**config.mk**
```make
export PLATFORM = sky130hd
export DESIGN_NAME = ssd_bcd_feeder
export DESIGN_NICKNAME = d
export VERILOG_FILES = /design/src/rtl/ssd_pkg.sv /design/src/rtl/ssd_bcd_feeder_bcd_add3_nibble.sv /design/src/rtl/ssd_bcd_feeder.sv
export SDC_FILE = /design/constraint.sdc
export NUM_CORES = 1
export LEC_CHECK = 0
export CAP_MARGIN = 5
export CORE_MARGIN = 5
export CORE_UTILIZATION = 59
export CTS_CLUSTER_DIAMETER = 40
export CTS_CLUSTER_SIZE = 14
export DETAILED_ROUTE_END_ITERATION = 8
export PLACE_DENSITY = 0.91
export SKIP_LAST_GASP = 1
export SLEW_MARGIN = 20
export SYNTH_ARGS = -nofsm -noshare
export SYNTH_HDL_FRONTEND = slang
export SYNTH_HIERARCHICAL = 1
export SYNTH_SLANG_ARGS = --single-unit
```
**constraint.sdc**
```tcl
create_clock -name clk -period 5.8 [get_ports clk]
set_input_delay 1.45 -clock clk [delete_from_list [all_inputs] [get_ports clk]]
set_output_delay 1.45 -clock clk [all_outputs]
set_load 0.05 [all_outputs]
```
**src/rtl/ssd_pkg.sv**
```systemverilog
// Shared constants, FSM state encoding and the leading-zero blanking helper
// for the ssd_bcd_feeder binary-to-BCD display feeder.
package ssd_pkg;

  localparam int         DIGIT_W        = 4;
  localparam int         NUM_DIGITS     = 4;
  localparam int         SSD_MAX_VAL    = 9999;
  localparam logic [3:0] SSD_ERR_CODE   = 4'd13;
  localparam logic [3:0] SSD_BLANK_CODE = 4'd15;

  typedef enum logic [1:0] {
    ST_IDLE  = 2'd0,
    ST_SHIFT = 2'd1,
    ST_LATCH = 2'd2
  } state_t;

  // Blank zero digits from the thousands place downward; the units digit always shows.
  function automatic logic [DIGIT_W*NUM_DIGITS-1:0] blank_leading(
    input logic [DIGIT_W*NUM_DIGITS-1:0] d,
    input logic [DIGIT_W-1:0]            blank
  );
    logic [DIGIT_W*NUM_DIGITS-1:0] res;
    logic                          lead;
    res  = d;
    lead = 1'b1;
    for (int i = NUM_DIGITS - 1; i >= 1; i--) begin
      if (lead && (d[i*DIGIT_W +: DIGIT_W] == '0)) begin
        res[i*DIGIT_W +: DIGIT_W] = blank;
      end else begin
        lead = 1'b0;
      end
    end
    return res;
  endfunction

endpackage

```
**src/rtl/ssd_bcd_feeder_bcd_add3_nibble.sv**
```systemverilog
// Double-dabble correction for one BCD nibble: values of 5 or more get +3,
// wrapping within 4 bits (no carry out to the neighbouring nibble).
module bcd_add3_nibble
  import ssd_pkg::*;
(
  input  logic [DIGIT_W-1:0] i_nib,
  output logic [DIGIT_W-1:0] o_nib
);

  assign o_nib = (i_nib >= 4'd5) ? (i_nib + 4'd3) : i_nib;

endmodule

```
**src/rtl/ssd_bcd_feeder.sv**
```systemverilog
// Sequential double-dabble binary-to-BCD converter with held digits and a
// tick-driven digit scan. Optional: SSD_BCD_FEEDER_LEADING_ZERO_BLANK_EN.
module ssd_bcd_feeder
  import ssd_pkg::*;
#(
  parameter int         BIN_W      = 14,
  parameter int         MAX_VAL    = SSD_MAX_VAL,
  parameter logic [3:0] ERR_CODE   = SSD_ERR_CODE,
  parameter logic [3:0] BLANK_CODE = SSD_BLANK_CODE
) (
  input  logic             clk,
  input  logic             reset,
  input  logic [BIN_W-1:0] bin_in,
  input  logic             start,
  output logic             busy,
  output logic             done,
  output logic             overflow,
  output logic [3:0]       digit0,
  output logic [3:0]       digit1,
  output logic [3:0]       digit2,
  output logic [3:0]       digit3,
  input  logic             scan_tick,
  output logic [1:0]       digit_sel,
  output logic [3:0]       digit_out
);

  localparam int ACC_W = DIGIT_W * NUM_DIGITS;
  localparam int CNT_W = $clog2(BIN_W);

`ifdef SSD_BCD_FEEDER_LEADING_ZERO_BLANK_EN
  localparam bit LZB_EN = 1'b1;
`else
  localparam bit LZB_EN = 1'b0;
`endif

  state_t                   r_state;
  logic [BIN_W-1:0]         r_bin;
  logic [ACC_W-1:0]         r_bcd;
  logic [CNT_W-1:0]         r_cnt;
  logic                     r_ovf_pend;
  logic                     r_busy;
  logic                     r_done;
  logic                     r_overflow;
  logic [ACC_W-1:0]         r_digits;
  logic [1:0]               r_sel;
  logic [3:0]               r_digit_out;

  logic [ACC_W-1:0]         w_bcd_adj;
  logic [ACC_W+BIN_W-1:0]   w_shift;
  logic [ACC_W-1:0]         w_bcd_next;
  logic [BIN_W-1:0]         w_bin_next;
  logic [ACC_W-1:0]         w_final;
  logic                     w_ovf_in;
  logic                     w_last;
  logic [1:0]               w_sel_next;

  for (genvar gi = 0; gi < NUM_DIGITS; gi++) begin : g_add3
    bcd_add3_nibble u_add3 (
      .i_nib(r_bcd[gi*DIGIT_W +: DIGIT_W]),
      .o_nib(w_bcd_adj[gi*DIGIT_W +: DIGIT_W])
    );
  end

  assign w_shift    = {w_bcd_adj, r_bin} << 1;
  assign w_bcd_next = w_shift[ACC_W+BIN_W-1:BIN_W];
  assign w_bin_next = w_shift[BIN_W-1:0];
  assign w_ovf_in   = (32'(bin_in) > 32'(MAX_VAL));
  assign w_last     = (r_cnt == CNT_W'(BIN_W - 1));
  assign w_final    = LZB_EN ? blank_leading(w_bcd_next, BLANK_CODE) : w_bcd_next;

  // Digits load on the edge that completes the last shift, so they are valid
  // in the same cycle that done is high.
  always_ff @(posedge clk or posedge reset) begin
    if (reset) begin
      r_state    <= ST_IDLE;
      r_bin      <= '0;
      r_bcd      <= '0;
      r_cnt      <= '0;
      r_ovf_pend <= 1'b0;
      r_busy     <= 1'b0;
      r_done     <= 1'b0;
      r_overflow <= 1'b0;
      r_digits   <= '0;
    end else begin
      r_done <= 1'b0;
      case (r_state)
        ST_IDLE: begin
          if (start) begin
            r_bin      <= bin_in;
            r_bcd      <= '0;
            r_cnt      <= '0;
            r_ovf_pend <= w_ovf_in;
            r_busy     <= 1'b1;
            r_state    <= ST_SHIFT;
          end
        end
        ST_SHIFT: begin
          r_bcd <= w_bcd_next;
          r_bin <= w_bin_next;
          r_cnt <= r_cnt + CNT_W'(1);
          if (w_last) begin
            r_state    <= ST_LATCH;
            r_busy     <= 1'b0;
            r_done     <= 1'b1;
            r_overflow <= r_ovf_pend;
            r_digits   <= r_ovf_pend ? {NUM_DIGITS{ERR_CODE}} : w_final;
          end
        end
        ST_LATCH: r_state <= ST_IDLE;
        default:  r_state <= ST_IDLE;
      endcase
    end
  end

  // Scan sequencer reads the held digits, so a tick on the load edge sees the old set.
  assign w_sel_next = r_sel + 2'd1;

  always_ff @(posedge clk or posedge reset) begin
    if (reset) begin
      r_sel       <= 2'd0;
      r_digit_out <= 4'd0;
    end else if (scan_tick) begin
      r_sel       <= w_sel_next;
      r_digit_out <= r_digits[{w_sel_next, 2'b00} +: 4];
    end
  end

  assign busy      = r_busy;
  assign done      = r_done;
  assign overflow  = r_overflow;
  assign digit0    = r_digits[3:0];
  assign digit1    = r_digits[7:4];
  assign digit2    = r_digits[11:8];
  assign digit3    = r_digits[15:12];
  assign digit_sel = r_sel;
  assign digit_out = r_digit_out;

endmodule

```
==> results.md, run 1 <==
* 1st-pass router iterations at 4
* WL final at 7.317 mm
* Gate count after technology mapping at 334
* Core ar. at 0.005140 mm^2
* Clock transition at the registers of the reported paths at 0.07 ns
* Synth Cell Area at 0.003142 mm^2
* Hold path cells at 1
* CP bufs+invs at 1
* CTS Hold Bufs at 0
* Status: finished, final reports clean
* GR Util met1 at 0.2970
* Power Total at 2574 uW
* Number of I/O pins at 43
* Postcts setup bufs at 0
* Delay-heaviest family, CP: buffers and inverters
* Vias in the first global route at 2548
* Reg2reg start: r_state[1]$_DFFE_PP0P_
* PortBufs at 42
* Max incr delay on CP at 0.90 ns
* VDD IR max at 0.3645 mV
* Final worst path period need at 3.322 ns
* Starting Density at 0.6112
* Most frequent cells in the layout: dfrtp_1, nand2_1, clkdlybuf4s50_1
* Hold Crit Class: flop to flop
* Synth-to-Final Area Change at 20.23%
* Count of final setup violators at 0
* Critical Path AT at 1.87 ns
* R2R cell count at 3
* Die Ht at 82.97 um
* Setup crit end kind: output port
* GRT Resource Usage Total at 0.2218
* Global Route met3 Usage at 0.04554
* Cts bufs inserted at 9
* Setup tns final at 0 ns
* Diodes inserted at 0
* RSZ-0062 raised after global routing: no
* Pins Over Slew Limit at 0
* GRT busiest layer: met2
* Commonest non-fill, non-tap cell in the layout: dfrtp_1
* Largest net degree at the start of global routing at 63
* Worst hold start: r_cnt[3]$_DFFE_PP0P_
* Synth Area per Inst at 9.406 um^2
* Clk sinks at 62
* Post-layout nets at 396
* Power Dens Cells at 681.4 mW/mm^2
* Vias post-DR at 2616
* Placer Congestion at 0.8498
* MaxCap Viol Count at 0
* Net Count, Synth at 362
* First-pass GRT wire length at 12.41 mm
* GR Overflow Total at 0
* CTS tree: done
* Critical Path RT at 4.35 ns
* Highest clock rate at 301.1 MHz
* H-tree Lvls at 3
* Share of post-route cells with drive strength above 1 at 0.1019
* DR WL/cell at 16.52 um
* Die area at 0.006884 mm^2
* R2r setup slk at 3.46 ns
* Clock latency on the worst-skew pair at 0.34 ns
* Antenna viol nets, final at 0
* Setup CP Type: flop to output port
* Filler cell count at 388
* Root Buffer: clkbuf_8
* WHS Endpoint: r_cnt[3]$_DFFE_PP0P_
* Drt drc at 0
* P_leak at 0.001700 uW
* Rel. slew slack at 0.3289
* Resized cells post-CTS at 0
* Synth warnings at 6
* Worst setup SP type: flop
* Worst-path cell chain: clkdlybuf4s50_1
* Met2 Use GR at 0.3491
* Slowest stage cell, crit path: clkdlybuf4s50_1
* CTS max path bufs at 2
* Vias per cell at 5.905
* HPWL after DPL at 4.794 mm
* RR Endpoint: overflow$_DFFE_PP0P_
* Final clock skew at 0.01015 ns
* Die width at 82.97 um
* Final Hold Vio Count at 0
* Final worst-path cycle share at 0.5727
* Slew @ Worst Pin at 1.007 ns
* Initial antenna violation count at 0
* Initial DRC Count at 213
* FP Rows at 26
* Largest fanout on the critical path at 11
[metrics by stage]
stage | cell area, um^2 | hold slack, ns | std cells | util | setup WS, ns
after detailed placement | 3537 | 0.4951 | 427 | 0.6882 | 2.602
after CTS | 3771 | 0.5018 | 443 | 0.7337 | 2.467
after global placement | 3537 | 0.4775 | 427 | 0.6882 | 2.678
final | 3777 | 0.4985 | 443 | 0.7349 | 2.478
after global routing | 3777 | 0.5208 | 443 | 0.7349 | 2.435
after floorplan | 3142 | 0.4585 | 334 | - | 2.809
[routing by layer]
metal / up-vias / routed length [um] / part of all wire
met4: 0 / 149 / 0.020
met2: 91 / 3616 / 0.49
met5: - / 0 / 0
met1: 1292 / 3147 / 0.43
met3: 15 / 402 / 0.055
li1: 1218 / - / -
[report_power, final]
group	internal [uW]	leakage (uW)	switching (uW)
clock	277	0.000120	163
sequential	637	0.000754	216
combinational	476	0.000826	805
[state kept, by name, indices dropped and copies added (netlist names)]
name	cells
r_bcd	16
r_cnt	4
done	1
r_state	2
digit_sel	2
r_ovf_pend	1
busy	1
digit_out	4
overflow	1
r_digits	16
r_bin	14
[cell type report]
| type | instances | area, um^2 | area share |
|---|---|---|---|
| multi-input combinational | 232 | 1394 | 0.3690 |
| timing repair buffer | 45 | 442.9 | 0.1173 |
| clock inverter | 3 | 65.06 | 0.01722 |
| clock buffer | 13 | 168.9 | 0.04472 |
| sequential | 62 | 1551 | 0.4107 |
| tap | 70 | 87.58 | 0.02319 |
| inverter | 18 | 67.56 | 0.01789 |
[worst max path at each step]
stage / startpoint / to / slack, ns / depth (start not counted)
after floorplan: reset / busy$_DFFE_PP0P_ / 2.81 / 1
after global placement: start / r_ovf_pend$_DFFE_PP0P_ / 2.68 / 4
after detailed placement: start / r_ovf_pend$_DFFE_PP0P_ / 2.60 / 4
after CTS: digit_sel[0]$_DFFE_PP0P_ / digit_sel[0] / 2.47 / 1
after global routing: digit_sel[0]$_DFFE_PP0P_ / digit_sel[0] / 2.44 / 1
final: digit_sel[0]$_DFFE_PP0P_ / digit_sel[0] / 2.48 / 1
Note: power is estimated with default switching activity, not from simulation.
==> run 2, diff against run 1 <==
CORE_UTILIZATION = 49   (was 59)
PLACE_DENSITY = 0.81   (was 0.91)
clock period = 2.68 ns   (was 5.8 ns; I/O delays follow)
==> run 2 against run 1 <==
Die area is 18% higher. First-iteration DRC count decreased by 18%. Worst setup slack got worse by 2.1 ns. Global-route usage fell by 3.9 points. Utilization decreased by 13 points. Routed wire length shrank 4.2%. Count of clock-buffer cells in the layout down 1. Critical path type unchanged. Highest routed layer unchanged.
==> results.md, run 2 (same netlist as run 1, synthesis figures left out) <==
* Status: finished, final reports clean
* CTS max path bufs at 2 (unchanged)
* Critical Path AT at 1.58 ns (-0.29 ns)
* P_leak at 0.001716 uW (+0.93%)
* Highest metal used: met4
* Drt drc at 0 (unchanged)
* Setup crit end kind: output port
* Placed cells at 439 (+2.8%)
* CTS tree: done
* Post-route setup slack at 0.4265 ns (-2.052 ns)
* GR Overflow Total at 0 (unchanged)
* H-tree Lvls at 3 (unchanged)
* CTS Hold Bufs at 0 (unchanged)
* Placer Congestion at 0.8060 (-5.2%)
* HPWL after DPL at 4.703 mm (-1.9%)
* Post-placement cell area at 0.003596 mm^2 (+1.7%)
* Vias per cell at 5.609 (-5.0%)
* Share of post-route cells with drive strength above 1 at 0.1138 (+0.01188)
* Commonest non-fill, non-tap cell in the layout: dfrtp_1
* Diodes inserted at 0 (unchanged)
* Most frequent cells in the layout: dfrtp_1, nand2_1, clkdlybuf4s50_1
* Met1 wire length at 3.094 mm (-1.7%)
* GRT Resource Usage Total at 0.1827 (-0.03911)
* Largest fanout on the critical path at 4 (-7)
* Die width at 90.08 um (+8.6%)
* Pins Over Slew Limit at 0 (unchanged)
* Root Buffer: clkbuf_8
* CP bufs+invs at 1 (unchanged)
* Pre-CTS setup slack at 0.5199 ns (-2.082 ns)
* MaxCap Viol Count at 0 (unchanged)
* Synth-to-Final Area Change at 20.83%
* Power Dens Cells at 1426 mW/mm^2 (+110%)
* WL final at 7.008 mm (-4.2%)
* Final clock skew at 0.006314 ns (-0.003839 ns)
* Cts bufs inserted at 9 (unchanged)
* Largest net degree at the start of global routing at 63 (unchanged)
* Final worst-path cycle share at 0.8409
* Setup tns final at 0 ns (unchanged)
* Resized cells post-CTS at 0 (unchanged)
* VDD IR max at 1.023 mV (+180%)
* Final Hold Vio Count at 0 (unchanged)
* Post-route cell area at 0.003796 mm^2 (+0.50%)
* Clk sinks at 62 (unchanged)
* Final std cells w/o fill at 455 (+2.7%)
* Slew @ Worst Pin at 0.6859 ns (-0.3208 ns)
* Core ar. at 0.006277 mm^2 (+22%)
* Max incr delay on CP at 0.83 ns (-0.07 ns)
* Multi-input logic area at 0.001388 mm^2 (-0.45%)
* Clock latency on the worst-skew pair at 0.34 ns (about the same)
* PortBufs at 42 (unchanged)
* Rel. slew slack at 0.5427 (+0.2138)
* Initial antenna violation count at 0 (unchanged)
* 1st-pass router iterations at 6 (+2)
* Regs by FF count: r_bcd (16), r_digits (16), r_bin (14)
* Final worst path period need at 2.254 ns
* FP Rows at 29 (+12%)
* Postcts setup bufs at 0 (unchanged)
* Filler cell count at 519 (+34%)
* DR WL/cell at 15.40 um (-6.7%)
* Highest clock rate at 443.8 MHz
* Clock transition at the registers of the reported paths at 0.07 ns (about the same)
* Die Ht at 90.08 um (+8.6%)
* First-pass GRT wire length at 12.14 mm (-2.1%)
* Antenna viol nets, final at 0 (unchanged)
* Worst-path cell chain: clkdlybuf4s50_1
* Starting Density at 0.5005 (-0.1107)
* Slowest stage cell, crit path: clkdlybuf4s50_1
* Initial DRC Count at 174 (-18%)
* Number of I/O pins at 43 (unchanged)
* Detail Route met2 WL at 3.390 mm (-6.3%)
* Post-layout nets at 401 (+1.3%)
* Hold Crit Class: flop to flop
* Routed wl met3 at 350 um (-13%)
* Register area at 0.001551 mm^2 (unchanged)
* Setup CP Type: flop to output port
* Vias post-DR at 2552 (-2.4%)
* Worst setup SP type: flop
* Delay-heaviest family, CP: buffers and inverters
* Count of final setup violators at 0 (unchanged)
* Critical Path RT at 2.01 ns (-2.34 ns)
* Die area at 0.008114 mm^2 (+18%)
* RSZ-0062 raised after global routing: no
* Vias in the first global route at 2514 (-1.3%)
-- run 2: cell types whose count changed in the layout (fill, tap and decap cells not counted) --
cell	delta
bufinv_16	-1
buf_4	+4
clkbuf_8	-1
clkinv_2	+2
buf_12	+1
nor3b_4	-1
nor3b_2	+1
-- run 2: final timing paths --
path                                     startpoint                 endpoint  slack, ns  cells after the start
max                        digit_sel[1]$_DFFE_PP0P_             digit_sel[1]       0.43                      1
max reg2reg                    r_bcd[0]$_DFFE_PP0P_  r_digits[1]$_DFFE_PP0P_       1.00                      6
max in group asynchronous                     reset    r_bcd[11]$_DFFE_PP0P_       1.71                      3
min reg2reg                    r_cnt[3]$_DFFE_PP0P_     r_cnt[3]$_DFFE_PP0P_       0.50                      1
min in group asynchronous                     reset  r_digits[0]$_DFFE_PP0P_       0.71                      3
min                            r_cnt[3]$_DFFE_PP0P_     r_cnt[3]$_DFFE_PP0P_       0.50                      1
-- run 2: metal layers --
metal,up-vias,track usage
li1,1220,-
met1,1231,0.2458
met2,83,0.2774
met3,18,0.04007
met4,0,0.09181
met5,-,0
-- run 2: cell type report --
cell class                      count  area share
Clock buffer                       12     0.04087
Clock inverter                      4     0.01187
Inverter                           18     0.01780
Multi-Input combinational cell    232      0.3655
Sequential cell                    62      0.4087
Tap cell                           77     0.02538
Timing Repair Buffer               50      0.1299
-- run 2: per-stage QoR --
stage                       util  power (uW)  hold WS (ns)
after detailed placement  0.5729        4575        0.4916
after global routing      0.6047        5825        0.5347
after CTS                 0.6047        5434        0.5055
final                     0.6047        5413        0.5034
after global placement    0.5729        4479        0.4738
after floorplan                -        3817        0.4585
-- run 2: power by group --
group / total [uW] / internal (uW) / switching [uW] / leakage (uW)
clock: 833 / 476 / 358 / 0.000106
combinational: 2780 / 1060 / 1720 / 0.000856
sequential: 1800 / 1380 / 421 / 0.000754
total: 5410 / 2910 / 2500 / 0.00172
